### config.mk
export PLATFORM = sky130hd
export DESIGN_NAME = latex_line_matcher_flat
export DESIGN_NICKNAME = d
export VERILOG_FILES = /design/src/rtl/latex_line_matcher_pkg.sv /design/src/rtl/latex_line_matcher_if.sv /design/src/rtl/latex_line_matcher_sig_rom.sv /design/src/rtl/latex_line_matcher.sv /design/src/flat_wrapper.sv
export SDC_FILE = /design/constraint.sdc
export NUM_CORES = 1
export LEC_CHECK = 0
export BUFFER_PORTS_ARGS = -buffer_cell sky130_fd_sc_hd__buf_4
export CORE_ASPECT_RATIO = 1.4
export CORE_MARGIN = 3
export CORE_UTILIZATION = 62
export CTS_CLUSTER_SIZE = 16
export DETAILED_ROUTE_END_ITERATION = 6
export GPL_TIMING_DRIVEN = 0
export PLACE_DENSITY_LB_ADDON = 0.25
export SKIP_CTS_REPAIR_TIMING = 1
export SYNTH_ARGS = -nofsm -noshare
export SYNTH_HDL_FRONTEND = slang
export SYNTH_SLANG_ARGS = --single-unit
### constraint.sdc
create_clock -name clk -period 9.6 [get_ports clk]
set_input_delay 1.44 -clock clk [delete_from_list [all_inputs] [get_ports clk]]
set_output_delay 1.44 -clock clk [all_outputs]
set_load 0.02 [all_outputs]
### src/rtl/latex_line_matcher_pkg.sv
// Shared types, constants and signature-table generation for the LaTeX line matcher.
// The signature table is derived from the line text table at elaboration, so text and signatures cannot drift apart.
package latex_line_matcher_pkg;

  localparam int          LINES      = 51;
  localparam int          TEXT_BYTES = 40;
  localparam logic [15:0] CRC_INIT   = 16'hFFFF;
  localparam logic [15:0] CRC_POLY   = 16'h1021;
  localparam logic [5:0]  NO_MATCH   = 6'h3F;

  typedef enum logic [1:0] {IDLE, RECV, LOOKUP, DONE} state_t;

  typedef struct packed {
    logic [15:0] crc;
    logic [9:0]  len;
  } sig_entry_t;

  typedef sig_entry_t [LINES-1:0] sig_table_t;

  // One full byte through CRC-16/CCITT-FALSE, MSB first, no reflection.
  function automatic logic [15:0] crc_byte(input logic [15:0] crc, input logic [7:0] b);
    logic [15:0] c;
    c = crc;
    for (int i = 7; i >= 0; i--) begin
      c = {c[14:0], 1'b0} ^ ((c[15] ^ b[i]) ? CRC_POLY : 16'h0000);
    end
    return c;
  endfunction

  function automatic logic [8*TEXT_BYTES-1:0] line_text(input int idx);
    logic [8*TEXT_BYTES-1:0] t;
    t = '0;
    case (idx)
      0:  t = "1";
      1:  t = "\\frac{1}{s}";
      2:  t = "t";
      3:  t = "\\frac{1}{s^2}";
      4:  t = "t^n";
      5:  t = "\\frac{n!}{s^{n+1}}";
      6:  t = "e^{at}";
      7:  t = "\\frac{1}{s-a}";
      8:  t = "\\sin(\\omega t)";
      9:  t = "\\frac{\\omega}{s^2+\\omega^2}";
      10: t = "\\cos(\\omega t)";
      11: t = "\\frac{s}{s^2+\\omega^2}";
      12: t = "\\sinh(at)";
      13: t = "\\frac{a}{s^2-a^2}";
      14: t = "\\cosh(at)";
      15: t = "\\frac{s}{s^2-a^2}";
      16: t = "te^{at}";
      17: t = "\\frac{1}{(s-a)^2}";
      18: t = "t^ne^{at}";
      19: t = "\\frac{n!}{(s-a)^{n+1}}";
      20: t = "e^{at}\\sin(bt)";
      21: t = "\\frac{b}{(s-a)^2+b^2}";
      22: t = "e^{at}\\cos(bt)";
      23: t = "\\frac{s-a}{(s-a)^2+b^2}";
      24: t = "t\\sin(\\omega t)";
      25: t = "\\frac{2\\omega s}{(s^2+\\omega^2)^2}";
      26: t = "t\\cos(\\omega t)";
      27: t = "\\frac{s^2-\\omega^2}{(s^2+\\omega^2)^2}";
      28: t = "\\delta(t)";
      29: t = "u(t-a)";
      30: t = "\\frac{e^{-as}}{s}";
      31: t = "\\delta(t-a)";
      32: t = "e^{-as}";
      33: t = "f'(t)";
      34: t = "sF(s)-f(0)";
      35: t = "f''(t)";
      36: t = "s^2F(s)-sf(0)-f'(0)";
      37: t = "\\int_0^t f(\\tau)d\\tau";
      38: t = "\\frac{F(s)}{s}";
      39: t = "tf(t)";
      40: t = "-F'(s)";
      41: t = "e^{at}f(t)";
      42: t = "F(s-a)";
      43: t = "f(t-a)u(t-a)";
      44: t = "e^{-as}F(s)";
      45: t = "(f*g)(t)";
      46: t = "F(s)G(s)";
      47: t = "\\frac{f(t)}{t}";
      48: t = "\\int_s^\\infty F(u)du";
      49: t = "f(at)";
      50: t = "\\frac{1}{a}F(\\frac{s}{a})";
      default: t = '0;
    endcase
    return t;
  endfunction

  // Text is right-aligned in the vector, so leading zero bytes are padding.
  function automatic sig_table_t build_table();
    sig_table_t              tbl;
    logic [8*TEXT_BYTES-1:0] txt;
    logic [7:0]              ch;
    logic [15:0]             c;
    logic [9:0]              l;
    tbl = '0;
    for (int n = 0; n < LINES; n++) begin
      txt = line_text(n);
      c   = CRC_INIT;
      l   = '0;
      for (int i = TEXT_BYTES-1; i >= 0; i--) begin
        ch = txt[8*i +: 8];
        if (ch != 8'h00) begin
          c = crc_byte(c, ch);
          l = l + 10'd1;
        end
      end
      tbl[n] = {c, l};
    end
    return tbl;
  endfunction

endpackage

### src/rtl/latex_line_matcher_if.sv
// Character stream and result bus of the LaTeX line matcher.
interface latex_line_matcher_if;
  logic        start;
  logic [7:0]  char_in;
  logic        char_valid;
  logic        char_ready;
  logic        busy;
  logic        done;
  logic        match;
  logic [5:0]  line_out;
  logic [15:0] crc_out;
  logic [9:0]  len_out;
  logic        err;

  modport master (
    output start, char_in, char_valid,
    input  char_ready, busy, done, match, line_out, crc_out, len_out, err
  );

  modport slave (
    input  start, char_in, char_valid,
    output char_ready, busy, done, match, line_out, crc_out, len_out, err
  );
endinterface

### src/rtl/latex_line_matcher_sig_rom.sv
// Combinational signature lookup: line index -> {crc, len}.
// With LEN_CHECK_EN undefined the length field reads as zero so only the CRC discriminates.
module latex_line_matcher_sig_rom
  import latex_line_matcher_pkg::*;
(
  input  logic [5:0]  idx,
  output sig_entry_t  entry
);

  localparam sig_table_t TABLE = build_table();

  always_comb begin
    entry = '0;
    if (int'(idx) < LINES) begin
      entry = TABLE[idx];
`ifndef LEN_CHECK_EN
      entry.len = '0;
`endif
    end
  end

endmodule

### src/rtl/latex_line_matcher.sv
// Hashes an incoming LaTeX character stream and searches the signature ROM for the matching line.
// Optional macro LEN_CHECK_EN: a hit additionally requires the character count to match.
module latex_line_matcher
  import latex_line_matcher_pkg::*;
#(
  parameter int          NUM_LINES = LINES,
  parameter int          MAX_CHARS = 1023,
  parameter logic [7:0]  TERM_CHAR = 8'h00
)(
  input  logic                 clk,
  input  logic                 rst_n,
  latex_line_matcher_if.slave  bus
);

  state_t      state_q, state_d;
  logic [15:0] crc_q, crc_d;
  logic [9:0]  len_q, len_d;
  logic [5:0]  idx_q, idx_d;
  logic        err_q, err_d;
  logic        match_q, match_d;
  logic [5:0]  line_q, line_d;
  logic [15:0] crc_out_q, crc_out_d;
  logic [9:0]  len_out_q, len_out_d;

  sig_entry_t  rom_entry;
  logic [9:0]  len_key;
  logic        hit;

  latex_line_matcher_sig_rom u_sig_rom (
    .idx   (idx_q),
    .entry (rom_entry)
  );

`ifdef LEN_CHECK_EN
  assign len_key = len_q;
`else
  assign len_key = '0;
`endif

  assign hit = (rom_entry == {crc_q, len_key});

  always_ff @(posedge clk or negedge rst_n) begin
    if (!rst_n) begin
      state_q   <= IDLE;
      crc_q     <= CRC_INIT;
      len_q     <= '0;
      idx_q     <= '0;
      err_q     <= 1'b0;
      match_q   <= 1'b0;
      line_q    <= NO_MATCH;
      crc_out_q <= CRC_INIT;
      len_out_q <= '0;
    end else begin
      state_q   <= state_d;
      crc_q     <= crc_d;
      len_q     <= len_d;
      idx_q     <= idx_d;
      err_q     <= err_d;
      match_q   <= match_d;
      line_q    <= line_d;
      crc_out_q <= crc_out_d;
      len_out_q <= len_out_d;
    end
  end

  always_comb begin
    state_d   = state_q;
    crc_d     = crc_q;
    len_d     = len_q;
    idx_d     = idx_q;
    err_d     = err_q;
    match_d   = match_q;
    line_d    = line_q;
    crc_out_d = crc_out_q;
    len_out_d = len_out_q;

    case (state_q)
      IDLE, DONE: begin
        if (bus.start) begin
          state_d = RECV;
          crc_d   = CRC_INIT;
          len_d   = '0;
          err_d   = 1'b0;
          match_d = 1'b0;
        end else if (state_q == DONE) begin
          state_d = IDLE;
        end
      end

      RECV: begin
        if (bus.start) begin
          crc_d = CRC_INIT;
          len_d = '0;
          err_d = 1'b1;
        end else if (bus.char_valid) begin
          if (bus.char_in == TERM_CHAR) begin
            state_d = LOOKUP;
            idx_d   = '0;
          end else if (len_q == 10'(MAX_CHARS)) begin
            // Overflowing byte is neither hashed nor counted.
            state_d   = DONE;
            err_d     = 1'b1;
            match_d   = 1'b0;
            line_d    = NO_MATCH;
            crc_out_d = crc_q;
            len_out_d = len_q;
          end else begin
            crc_d = crc_byte(crc_q, bus.char_in);
            len_d = len_q + 10'd1;
          end
        end
      end

      LOOKUP: begin
        if (bus.start) begin
          state_d = RECV;
          crc_d   = CRC_INIT;
          len_d   = '0;
          err_d   = 1'b1;
        end else if (hit || idx_q == 6'(NUM_LINES-1)) begin
          state_d   = DONE;
          match_d   = hit;
          line_d    = hit ? idx_q : NO_MATCH;
          crc_out_d = crc_q;
          len_out_d = len_q;
        end else begin
          idx_d = idx_q + 6'd1;
        end
      end

      default: state_d = IDLE;
    endcase
  end

  assign bus.char_ready = (state_q == RECV);
  assign bus.busy       = (state_q == RECV) || (state_q == LOOKUP);
  assign bus.done       = (state_q == DONE);
  assign bus.match      = match_q;
  assign bus.line_out   = line_q;
  assign bus.crc_out    = crc_out_q;
  assign bus.len_out    = len_out_q;
  assign bus.err        = err_q;

endmodule

### src/flat_wrapper.sv
// flat-port wrapper written by rule: the top's interface ports become plain ports
module latex_line_matcher_flat import latex_line_matcher_pkg::*;
#(
  parameter int          NUM_LINES = LINES,
  parameter int          MAX_CHARS = 1023,
  parameter logic [7:0]  TERM_CHAR = 8'h00
)
  (clk, rst_n, bus_start, bus_char_in, bus_char_valid, bus_char_ready, bus_busy, bus_done, bus_match, bus_line_out, bus_crc_out, bus_len_out, bus_err);
  latex_line_matcher_if bus_i ();
  input  logic clk;
  input  logic rst_n;
  input wire logic [$bits(bus_i.start)-1:0] bus_start;
  input wire logic [$bits(bus_i.char_in)-1:0] bus_char_in;
  input wire logic [$bits(bus_i.char_valid)-1:0] bus_char_valid;
  output wire logic [$bits(bus_i.char_ready)-1:0] bus_char_ready;
  output wire logic [$bits(bus_i.busy)-1:0] bus_busy;
  output wire logic [$bits(bus_i.done)-1:0] bus_done;
  output wire logic [$bits(bus_i.match)-1:0] bus_match;
  output wire logic [$bits(bus_i.line_out)-1:0] bus_line_out;
  output wire logic [$bits(bus_i.crc_out)-1:0] bus_crc_out;
  output wire logic [$bits(bus_i.len_out)-1:0] bus_len_out;
  output wire logic [$bits(bus_i.err)-1:0] bus_err;
  assign bus_i.start = bus_start;
  assign bus_i.char_in = bus_char_in;
  assign bus_i.char_valid = bus_char_valid;
  assign bus_char_ready = bus_i.char_ready;
  assign bus_busy = bus_i.busy;
  assign bus_done = bus_i.done;
  assign bus_match = bus_i.match;
  assign bus_line_out = bus_i.line_out;
  assign bus_crc_out = bus_i.crc_out;
  assign bus_len_out = bus_i.len_out;
  assign bus_err = bus_i.err;
  latex_line_matcher #(.NUM_LINES(NUM_LINES), .MAX_CHARS(MAX_CHARS), .TERM_CHAR(TERM_CHAR)) u_core (.clk(clk), .rst_n(rst_n), .bus(bus_i));
endmodule
* Word-level counts from Yosys, hierarchy flattened
Memories as Yosys holds them, arrays and structs flattened.
Index checks and enable logic that the tools add are counted.
Widths: inputs -> output; s select.
** Word-level totals
- Register bits after elaboration :: 68
- Bits in latches :: 0
- Memory bits (writable) :: 0
- ROM bits :: 1664
- Input port bits :: 12
- Memories :: 1
** Memory list
- (no name shown) :: words 64, bits a word 26, read ports 1, clocked after memory_dff 0, wr ports 0, RTL line latex_line_matcher_sig_rom.sv:15 : entry = TABLE[idx];
** Cells by class
- Add/sub/neg operators :: 2
- Multipliers :: 0
- Div/mod/pow operators :: 0
- Order comparisons :: 2
- Eq/ne operators :: 24
- Shifts and indexed selects :: 0
- Multiplexer cells :: 73
- Bitwise operators :: 16
- Reductions and logical operators :: 13
** Operator list (number)
- $mux 16 :: 11
- $xor 16x16->16 :: 8
- $mux 10 :: 11
- $mux 13 :: 8
- $mux 6 :: 12
- $pmux 16 s2 :: 2
- $mux 26 :: 2
- $pmux 10 s2 :: 2
- $eq 26x26->1 :: 1
- $pmux 6 s2 :: 2
- $mux 2 :: 8
- $ne 2x2->1 const B :: 7
- $reduce_and 7->1 :: 2
- $mux 1 :: 12
- $ne 3x3->1 const B :: 4
- $add 10x1->10 const B :: 1
- $eq 10x10->1 const B :: 1
- $reduce_and 5->1 :: 2
- $logic_not 8->1 :: 1
- $ne 2x1->1 const B :: 4
- $xor 1x1->1 :: 8
- $lt 6x7->1 const B :: 1
- $add 6x1->6 const B :: 1
- $eq 6x6->1 const B :: 1
- 14 further kinds :: 18

* Logic depth before layout (Yosys ltp)
Gate-level depths: netlist of run 1.
- Depth in word-level cells :: 29
- Mapped depth :: 16

* By module
From an unflattened synthesis of run 1, not the netlist that was laid out.
** Second synthesis, totals
- Cells, all modules :: 569
- Area, all modules :: 5255.0 sq um
** Modules (own cells, without submodules)
- latex_line_matcher :: times used 1, cells each 332, area each 3651.0 sq um, seq. area each 1749.2 sq um
- latex_line_matcher_sig_rom :: times used 1, cells each 237, area each 1604.0 sq um, seq. area each 0.0 sq um

* Least setup slack after synthesis of run 1
No wires, ideal clock.
- Kind :: reg2reg
- Start :: register u_core.idx_q[0]
- End :: register u_core.idx_q[0]
- Library setup time :: 0.140 ns
- Arrival time :: 3.520 ns
- Setup slack :: 5.940 ns
- Stages on the path, launching flop included :: 16
- Buffers on the path :: 5
- Clock period less this slack :: 3.660 ns
- Cell sequence :: dfrtp_1 > clkbuf_1 > buf_2 > inv_1 > ha_1 > clkbuf_1 > nor2b_1 > mux4_2 > nor3b_1 > a2111o_1 > nor4_2 > nand3_2 > buf_2 > buf_6 > nand3_1 > o221ai_1
** On the way
- Longest elaborated chain between the ends :: 7
- Elaborated cells on any way between the ends :: 13
- Classes of those cells :: add/sub (1); order compare (1); eq/ne (3); mux (5); reduce/logical (2); memory (1)
** Ends and longest elaborated chain
- start, declared :: RTL line latex_line_matcher.sv:18 : logic [5:0] idx_q, idx_d;
- start signal, assigned :: RTL line latex_line_matcher.sv:57 : idx_q <= idx_d;
- $mem_v2 64x26
- $mux 26 (not written as such) :: RTL line latex_line_matcher_sig_rom.sv:15
- $mux 26 :: RTL line latex_line_matcher_sig_rom.sv:14 : if (int'(idx) < LINES) begin
- $eq 26x26->1 :: RTL line latex_line_matcher.sv:40 : assign hit = (rom_entry == {crc_q, len_key});
- $logic_or 1x1->1 :: RTL line latex_line_matcher.sv:120 : end else if (hit || idx_q == 6'(NUM_LINES-1)) begin
- $ne 2x2->1 (no line)
- $reduce_and 6->1 (no line)
Several ways; a longest one is shown, not always the timed one. The select of a mux whose other input is x is not followed.
A chain may end at the register's enable or synchronous reset.

* Worst setup path after layout of run 1
- Start :: register u_core.idx_q[1]
- End :: register u_core.idx_q[4]
The elaborated chain is that of the path after synthesis.

==> results of run 1 <==
[registers in the layout, indices dropped and copies added (netlist names)]
name	count
u_core.crc_q	16
u_core.bus.line_out	6
u_core.len_q	10
u_core.bus.len_out	10
u_core.bus.err	1
u_core.state_q	2
u_core.bus.match	1
u_core.bus.crc_out	16
u_core.idx_q	6
[final cells by class]
type,instances,area share [%]
Tap cell,132,2.32
Buffer,75,5.08
Inverter,13,0.703
Clock buffer,9,3.17
Timing Repair Buffer,48,5.07
Clock inverter,7,0.809
Sequential cell,68,24.6
Multi-Input combinational cell,647,58.3
[through the flow]
stage	cell area, sq um	util (%)	setup WS, ps
6_report	7110	73.6	4310
5_1_grt	7110	73.6	4230
4_1_cts	7110	73.6	4660
3_5_place_dp	6830	70.7	4750
3_3_place_gp	6830	70.7	4780
2_1_floorplan	6310	-	5940
[worst register-to-register path, cell delays in order, from the launching register on]
cell and delay [ps]:
dfrtp_1 500, buf_2 310, buf_1 480, inv_1 320, ha_1 400, clkbuf_1 460, nor2_1 180, o31ai_1 550
a2111oi_0 250, a211o_1 290, nor4_1 340, nand3_2 250, clkbuf_1 320, nand4_1 180, o221ai_1 240
[cell families (layout without fill, tap and decap cells)]
| logic type | Yosys count | after routing | share of synthesized area (%) |
|---|---|---|---|
| adders and majority gates | 18 | 18 | 3.57 |
| DFF | 68 | 68 | 27.7 |
| AOI/OAI and AO/OA | 215 | 215 | 21.9 |
| xor gates and xnor gates | 37 | 37 | 5.14 |
| and+or+nand+nor | 357 | 357 | 30.4 |
| buffers and inverters | 88 | 152 | 6.53 |
| muxes | 20 | 20 | 4.64 |
[synthesized netlist by cell type (7+ instances only)]
master    count
nor4_1        9
mux2i_1       9
nor3_1       24
a31oi_1      10
nand4_1      38
xnor2_1      19
and3_1        9
nor3b_1      27
nor2_1       48
clkbuf_1     43
dfrtp_1      30
dfstp_2      38
nand3_1      45
o21ai_1      23
a21oi_1      56
mux4_2        7
nand2b_1     37
nor2b_1      16
buf_2        13
buf_1         8
inv_1        10
a211o_1      11
xor2_1       18
o21ai_0      46
ha_1         18
nand2_1      76
[power by group]
| group | total, mW | leakage, nW | switching (mW) | internal [mW] |
|---|---|---|---|---|
| logic | 1.10 | 1.79 | 0.686 | 0.411 |
| registers | 0.539 | 0.811 | 0.124 | 0.415 |
| clock network | 0.321 | 0.129 | 0.143 | 0.178 |
| total | 1.96 | 2.73 | 0.953 | 1.00 |
[worst paths after layout]
kind                       slack, ps          endpoint  cells after the start        startpoint
min reg2reg                      530  u_core.crc_q[14]                      2  u_core.crc_q[14]
max                             4310   u_core.idx_q[4]                     14   u_core.idx_q[1]
max in group asynchronous       7810   u_core.idx_q[4]                      1             rst_n
min in group asynchronous       1220   u_core.idx_q[2]                      1             rst_n
min                              530  u_core.crc_q[14]                      2  u_core.crc_q[14]
max reg2reg                     4310   u_core.idx_q[4]                     14   u_core.idx_q[1]
[layer usage]
layer  part of all wire [%]  vias to the layer above  track usage (%)  wire length (microns)
li1                       -                     3078                -                      -
met2                     46                      702             70.6                  11500
met5                      0                        -                0                      0
met3                     11                      276             12.0                   2850
met1                     31                     3333             46.6                   7870
met4                     12                        0             38.9                   2960
==> results_dict.tcl, run 1 <==
set metrics [dict create \
    status "finished with violations" \
    violations "DRC" \
    num_vias 7389 \
    pin_count 49 \
    vias_per_cell 7.40 \
    nets 892 \
    synth-edff-count 0 \
    finalSetupViolations 0 \
    netlist_instances 803 \
    grt_pass1_vias 7253 \
    hp-class "flop to flop" \
    cts.sinks 68 \
    fin_setup_tns_ps 0 \
    fin_crit_sh_pct 55.1 \
    synth-seq-area-share_pct 27.7 \
    synth_nets 833 \
    timing.hold.ws_ps 528 \
    p_leak_nw 2.73 \
    synth_area_leader_cell "dfstp_2" \
    fmax_mhz 189 \
    dr.first_iter.drc_count 972 \
    routed_wl_microns 25200 \
    p_per_area_nw_per_um2 275 \
    cp_cell_sequence "buf_2 > buf_1 > inv_1 > ha_1 > clkbuf_1 > nor2_1 > o31ai_1 > a2111oi_0 > a211o_1 > nor4_1 > nand3_2 > clkbuf_1 > nand4_1 > o221ai_1" \
    synthTopCellsByArea "dfstp_2, dfrtp_1, nand2_1" \
    antenna_found_initial 0 \
    ys.flop_type "dfstp_2" \
    die_x_microns 91.2 \
    grt_overflow_total 0 \
    core_area_sq_um 9670 \
    rows 42 \
    grt_use_total_pct 43.9 \
    grt_setup_unrepaired "false" \
    ys_async_sr_fraction_pct 100 \
    tightest_slew_ps 1180 \
    cts_buffer_depth 2 \
    crit_path_max_fanout 10 \
    place_inst 983 \
    drv_slew 0 \
    fin_cells 999 \
    io_buffers 48 \
    power_mw 1.96 \
    synth_top_cell_area_share_pct 15.8 \
    antennaDiodeCount 0 \
    drive_gt1_share_pct 17.3 \
    tritoncts "done" \
    synthDistinctLibCells 80 \
    n_fill_cell 782 \
    cts_buffers 9 \
    clkSlewWorstSetupHoldPaths_ps 60 \
    cts_root_buf "clkbuf_16" \
    max_stage_delay_ps 550 \
    slew_headroom_pct 20.5 \
    drv_cap 0 \
    fin_skew_ps 7.13 \
    dp_hpwl_microns 17800 \
    worstSetupEndpointType "flop" \
    worstSkewPairLatency_ps 350 \
    antenna_left 0 \
    multi_input_area_sq_um 4150 \
    wl_per_cell_microns 25.2 \
    netlist_area_sq_um 6310 \
    period_minus_slack_ps 5290 \
    vdd_drop_max_uv 215 \
    ys_warn_count 0 \
    crit_family "buffers and inverters" \
    gp_congestion 1.17 \
    drt_pre_antenna_iters 7 \
    die_y_microns 125 \
    cp-start-kind "flop" \
    cp.required_ps 9730 \
    syn_to_final_growth_pct 12.8 \
    grt_pass1_wl_microns 39200 \
    finalHoldViolCount 0 \
    path_class "flop to flop" \
    final_common_cell "nand2_1" \
    synth-seq-cells 68 \
    cp.arrival_ps 5420 \
    ctsHtreeMaxLevel 3 \
    grt_start_max_net_pins 69 \
    worst-path-buf-inv 5 \
    initial_core_util_pct 65.2 \
    avgSynthCellArea_sq_um 7.85 \
    drc 1 \
    layout.area.seq_sq_um 1750 \
    die_area_sq_um 11400 \
    final_cell_mix "nand2_1, a21oi_1, buf_4, nor2_1, o21ai_0" \
    crit_path_frequent_cell "clkbuf_1" \
    critPathSlowestCell "o31ai_1" \
]
(Power assumes the default switching activity.)
==> run 2, diff against run 1 <==
==> constraint.sdc (replaced) <==
create_clock -name clk -period 4.9 [get_ports clk]
set_input_delay 0.735 -clock clk [delete_from_list [all_inputs] [get_ports clk]]
set_output_delay 0.735 -clock clk [all_outputs]
set_load 0.02 [all_outputs]
==> run 2 against run 1 <==
The run still ends with DRC left. Worst setup slack worse by 4200 ps. Non-clock buffer count unchanged. First-iteration DRC count down 3.2%. Sequential cell count unchanged. Critical path type unchanged. Critical endpoint unchanged. Largest power group unchanged.
==> results_dict.tcl, run 2 (synthesis gave the netlist of run 1 again) <==
set metrics [dict create \
    worstSetupPathDepth 14 \
    drive_gt1_share_pct 17.8 \
    grt_setup_unrepaired "false" \
    final_common_cell "nand2_1" \
    num_vias 7361 \
    slew_headroom_pct 18.4 \
    grt_pass1_vias 7253 \
    fmax_mhz 210 \
    rows 42 \
    power_mw 3.84 \
    fin_crit_sh_pct 97.4 \
    tritoncts "done" \
    dp_hpwl_microns 17800 \
    violations "DRC" \
    fin_skew_ps 7.73 \
    rr_startpoint "u_core.idx_q[0]" \
    cp.arrival_ps 4890 \
    max_stage_delay_ps 590 \
    hp-class "input pin to async pin" \
    r2r_cells 14 \
    die_x_microns 91.2 \
    vias_per_cell 7.37 \
    antenna_left 0 \
    io_buffers 48 \
    path_class "flop to flop" \
    placed_area_sq_um 6830 \
    cts_buffers 9 \
    worstSetupEndpointType "flop" \
    cts_buffer_depth 2 \
    period_minus_slack_ps 4770 \
    p_leak_nw 2.74 \
    grt_start_max_net_pins 69 \
    grt_overflow_total 0 \
    finalSetupViolations 0 \
    syn_to_final_growth_pct 12.9 \
    grt_pass1_wl_microns 39200 \
    finalHoldViolCount 0 \
    r2r_end "u_core.idx_q[4]" \
    die_y_microns 125 \
    cp_cell_sequence "clkbuf_2 > buf_2 > inv_1 > ha_1 > nor2b_1 > nor2_1 > mux4_2 > xor2_1 > a2bb2oi_1 > nor4_2 > nand3_2 > clkbuf_1 > nand4_1 > o221ai_1" \
    routed_wl_microns 25100 \
    core_area_sq_um 9670 \
    final_area_sq_um 7120 \
    cp.required_ps 5020 \
    initial_core_util_pct 65.2 \
    tightest_slew_ps 1210 \
    drc 29 \
    final_core_util_pct 73.6 \
    cts_root_buf "clkbuf_16" \
    pin_count 49 \
    crit_end "u_core.idx_q[4]" \
    worstSkewPairLatency_ps 340 \
    fin_setup_tns_ps 0 \
    grt_use_total_pct 43.9 \
    final_cell_mix "nand2_1, a21oi_1, buf_4, nor2_1, o21ai_0" \
    antennaDiodeCount 0 \
    drv_cap 0 \
    crit_path_max_fanout 11 \
    r2r_setup_slack_ps 130 \
    die_area_sq_um 11400 \
    drv_slew 0 \
    drt_pre_antenna_iters 7 \
    status "finished with violations" \
    critPathLaunch "u_core.idx_q[0]" \
    vdd_drop_max_uv 422 \
    p_per_area_nw_per_um2 539 \
    gp_congestion 1.17 \
    ctsHtreeMaxLevel 3 \
    critPathSlowestCell "nor2b_1" \
    worst-path-buf-inv 4 \
    cts.sinks 68 \
    dr.first_iter.drc_count 941 \
    wl_per_cell_microns 25.2 \
    cp-start-kind "flop" \
    antenna_found_initial 0 \
    nets 892 \
    timing.hold.ws_ps 513 \
    crit_family "simple AND/OR/NAND/NOR gates" \
    clkSlewWorstSetupHoldPaths_ps 60 \
]
==> run 2: stage by stage <==
stage | std cells | setup WS (ps)
after detailed placement | 983 | 54.7
after global placement | 983 | 83.1
after CTS | 999 | -38.4
after global routing | 999 | 30.0
after floorplan | 803 | 1240
final | 999 | 129
==> run 2: area by class of cell <==
class	count	area [sq um]
Buffer	75	365
Clock buffer	9	225
Clock inverter	7	57.6
Fill cell	783	2550
Inverter	13	50.0
Multi-Input combinational cell	647	4150
Sequential cell	68	1750
Tap cell	132	165
Timing Repair Buffer	48	360
==> run 2: metal layers <==
| metal | global-route usage, % | vias to the layer above | part of all wire [%] |
|---|---|---|---|
| met4 | 38.9 | 0 | 12 |
| met2 | 70.6 | 728 | 46 |
| li1 | - | 3077 | - |
| met5 | 0 | - | 0 |
| met1 | 46.6 | 3299 | 30 |
| met3 | 12.0 | 257 | 12 |
==> run 2: worst reg2reg max path, delay by kind of cell (launching register included) <==
kind / cells / cell delay [ps]
compound gates: 2 / 380
mux: 1 / 520
simple gates: 5 / 1480
flops: 1 / 500
fa+ha+maj: 1 / 420
buf+inv: 4 / 1120
xor+xnor: 1 / 150
==> run 2: power by group <==
part           total (mW)  internal [mW]  switching, mW
Clock               0.629          0.350          0.280
Sequential           1.06          0.814          0.244
Combinational        2.15          0.808           1.34
==> run 2: worst min-delay path by stage <==
stage	slack, ps	endpoint	from
CTS	530	u_core.idx_q[2]	rst_n
finish	510	u_core.idx_q[2]	rst_n
detailed placement	520	u_core.crc_q[14]	u_core.crc_q[14]
floorplan	440	u_core.bus.err	rst_n
global placement	510	u_core.bus.match	u_core.bus.match
global route	550	u_core.bus.line_out[3]	u_core.bus.line_out[3]
==> run 3, diff against run 2 <==
--- a/config.mk
+++ b/config.mk
@@ -5,10 +5,11 @@
 export SDC_FILE = /design/constraint.sdc
 export NUM_CORES = 1
 export LEC_CHECK = 0
+export ABC_AREA = 1
 export BUFFER_PORTS_ARGS = -buffer_cell sky130_fd_sc_hd__buf_4
 export CORE_ASPECT_RATIO = 1.4
 export CORE_MARGIN = 3
-export CORE_UTILIZATION = 62
+export CORE_UTILIZATION = 61
 export CTS_CLUSTER_SIZE = 16
 export DETAILED_ROUTE_END_ITERATION = 6
 export GPL_TIMING_DRIVEN = 0
==> run 3 against run 2 <==
Critical path type unchanged. The flow still finishes with violations (DRC). Highest routed layer unchanged. Synthesized cell count shrank 1.0%. Critical endpoint is now u_core.bus.line_out[4]. Utilization fell by 0.73 points. Largest cell class unchanged. Clock power increased by 4.6%. Sequential share of layout area is 4.3 points higher.
==> results_dict.tcl, run 3 <==
set metrics [dict create \
    synth_area_leader_cell "nand2_1" \
    antennaDiodeCount 0 \
    netlist_area_sq_um 5260 \
    hp-class "flop to flop" \
    p_per_area_nw_per_um2 589 \
    critPathLaunch "u_core.idx_q[1]" \
    crit_path_max_fanout 10 \
    drc 4 \
    crit_family "simple AND/OR/NAND/NOR gates" \
    rows 39 \
    yosys.area_share.simple_pct 42.1 \
    worstSkewPairLatency_ps 340 \
    routed_wl_microns 20000 \
    violations "DRC" \
    wl_per_cell_microns 20.8 \
    nets 884 \
    antenna_found_initial 0 \
    synthDistinctLibCells 38 \
    netlist_instances 795 \
    yosys-top-cells-count "nand2_1, nand3_1, inv_1, nor2_1, dfstp_2" \
    slew_headroom_pct 11.1 \
    p_leak_nw 3.21 \
    synth.most_common_cell "nand2_1" \
    die_x_microns 84.5 \
    path_class "flop to flop" \
    met1_usage_pct 44.4 \
    vias_per_cell 6.56 \
    gp_congestion 1.07 \
    io_buffers 48 \
    finalSetupViolations 0 \
    synth_fa_ha_area_share_pct 4.28 \
    cp.required_ps 5170 \
    drt_pre_antenna_iters 7 \
    ys.flop_type "dfstp_2" \
    synth-edff-count 0 \
    status "finished with violations" \
    final_cell_mix "nand2_1, nand3_1, inv_1, nor2_1, buf_4" \
    fmax_mhz 267 \
    num_vias 6304 \
    cp.arrival_ps 4020 \
    final_common_cell "nand2_1" \
    clkSlewWorstSetupHoldPaths_ps 60 \
    synth-seq-area-share_pct 33.3 \
    die_area_sq_um 9790 \
    grtUsageMet2_pct 70.4 \
    period_minus_slack_ps 3750 \
    antenna_left 0 \
    worstSetupPathDepth 20 \
    busiest_layer "met2" \
    grt_setup_unrepaired "false" \
    grt_start_max_net_pins 69 \
    drive_gt1_share_pct 17.1 \
    ys_warn_count 0 \
    grtUsageMet3_pct 8.89 \
    worst-path-buf-inv 4 \
    critPathSlowestCell "dfrtp_1" \
    power_mw 3.56 \
    crit_path_frequent_cell "nand2_1" \
    drv_slew 0 \
    tritoncts "done" \
    cts_buffers 9 \
    grt_pass1_vias 6152 \
    cts_root_buf "clkbuf_16" \
    r2r_cells 20 \
    ctsHtreeMaxLevel 3 \
    pin_count 49 \
    cts_buffer_depth 2 \
    synthMuxAreaShare_pct 0 \
    ys_async_sr_fraction_pct 100 \
    fin_crit_sh_pct 76.5 \
    grt_use_total_pct 41.0 \
    r2r_setup_slack_ps 1150 \
    crit_end "u_core.bus.line_out[4]" \
    synth_top_family_by_area "simple AND/OR/NAND/NOR gates" \
    grt_overflow_total 0 \
    cp_cell_sequence "clkbuf_2 > inv_1 > ha_1 > inv_1 > nand2_1 > nand3_1 > nand2_1 > nand2_1 > nand3_1 > nand2_1 > nand2_1 > nand2_1 > nor2_1 > nand2_1 > nor2_4 > nand2_4 > nand3_4 > buf_4 > nand3_1 > nand2_1" \
    tightest_slew_ps 1320 \
    dr.first_iter.drc_count 1066 \
    worstSetupEndpointType "flop" \
    rr_startpoint "u_core.idx_q[1]" \
    cp-start-kind "flop" \
    core_area_sq_um 8300 \
    synth_nets 825 \
    die_y_microns 116 \
    synth_xor_area_share_pct 2.83 \
    r2r_end "u_core.bus.line_out[4]" \
    max_stage_delay_ps 470 \
    synth-seq-cells 68 \
    fin_setup_tns_ps 0 \
    synth_top_cell_area_share_pct 21.1 \
    grt_pass1_wl_microns 31700 \
    timing.hold.ws_ps 458 \
    syn_to_final_growth_pct 15.0 \
    synth_compound_area_share_pct 8.54 \
    finalHoldViolCount 0 \
    cts.sinks 68 \
    initial_core_util_pct 63.4 \
    synthTopCellsByArea "nand2_1, dfstp_2, dfrtp_1" \
    avgSynthCellArea_sq_um 6.62 \
    drv_cap 0 \
    vdd_drop_max_uv 519 \
    dp_hpwl_microns 14000 \
    fin_skew_ps 8.38 \
]
## run 3: cell count changes in the layout (fill, tap and decap cells not counted), sizes merged, moves of 12 or more
cell    previous run  this run
nor3b             27         0
clkbuf            53        20
nand2b            37         0
nor3              24         6
inv               15        70
nand4             38        12
nor2b             16         0
o21ai             69        29
nand2             76       306
xor2              18         6
a21oi             56        34
nand3             46       124
## run 3: final cells by class
cell class / instances / area, sq um
plain buffers: 33 / 214
inverters: 69 / 262
fillers: 625 / 2250
multi-input cells: 625 / 3040
repair buffers: 48 / 360
clock inverters: 7 / 73.8
flip-flops and latches: 68 / 1750
well taps: 102 / 128
clock buffers: 9 / 225
## run 3: through the flow
step / setup slack, ps / area, sq um / utilization (%) / instances
global placement: 1460 / 5750 / 69.3 / 945
global route: 986 / 6050 / 72.9 / 961
floorplan: 2180 / 5260 / - / 795
CTS: 1310 / 6050 / 72.9 / 961
detailed placement: 1410 / 5750 / 69.3 / 945
finish: 1150 / 6050 / 72.9 / 961
## run 3: report_power, final
group	internal [mW]	switching, mW
combinational	0.619	1.29
clock	0.396	0.262
sequential	0.839	0.158
## run 3: worst min-delay path by stage
stage	startpoint	end	slack, ps	cells past startpoint
after global routing	u_core.bus.crc_out[4]	u_core.bus.crc_out[4]	480	2
after detailed placement	u_core.bus.crc_out[4]	u_core.bus.crc_out[4]	450	2
after global placement	u_core.bus.crc_out[4]	u_core.bus.crc_out[4]	450	2
final	u_core.bus.crc_out[4]	u_core.bus.crc_out[4]	460	2
after floorplan	rst_n	u_core.bus.err	440	0
after CTS	u_core.bus.crc_out[4]	u_core.bus.crc_out[4]	460	2
## run 3: worst register-to-register path, delay by kind of cell, from the launching register on
family	cells	cell delay [ps]
and+or+nand+nor	15	1860
buffers and inverters	4	930
adders and majority gates	1	420
DFF	1	470
## run 3: metal layers
layer	part of all wire (%)	vias to the layer above
met5	0	-
met4	9.0	0
met3	11	196
met2	47	604
met1	32	2809
li1	-	2695
## run 3: cells by family after synthesis
group	Yosys count
compound gates	79
xor+xnor	17
fa+ha+maj	18
buf+inv	102
flops	68
simple gates	511
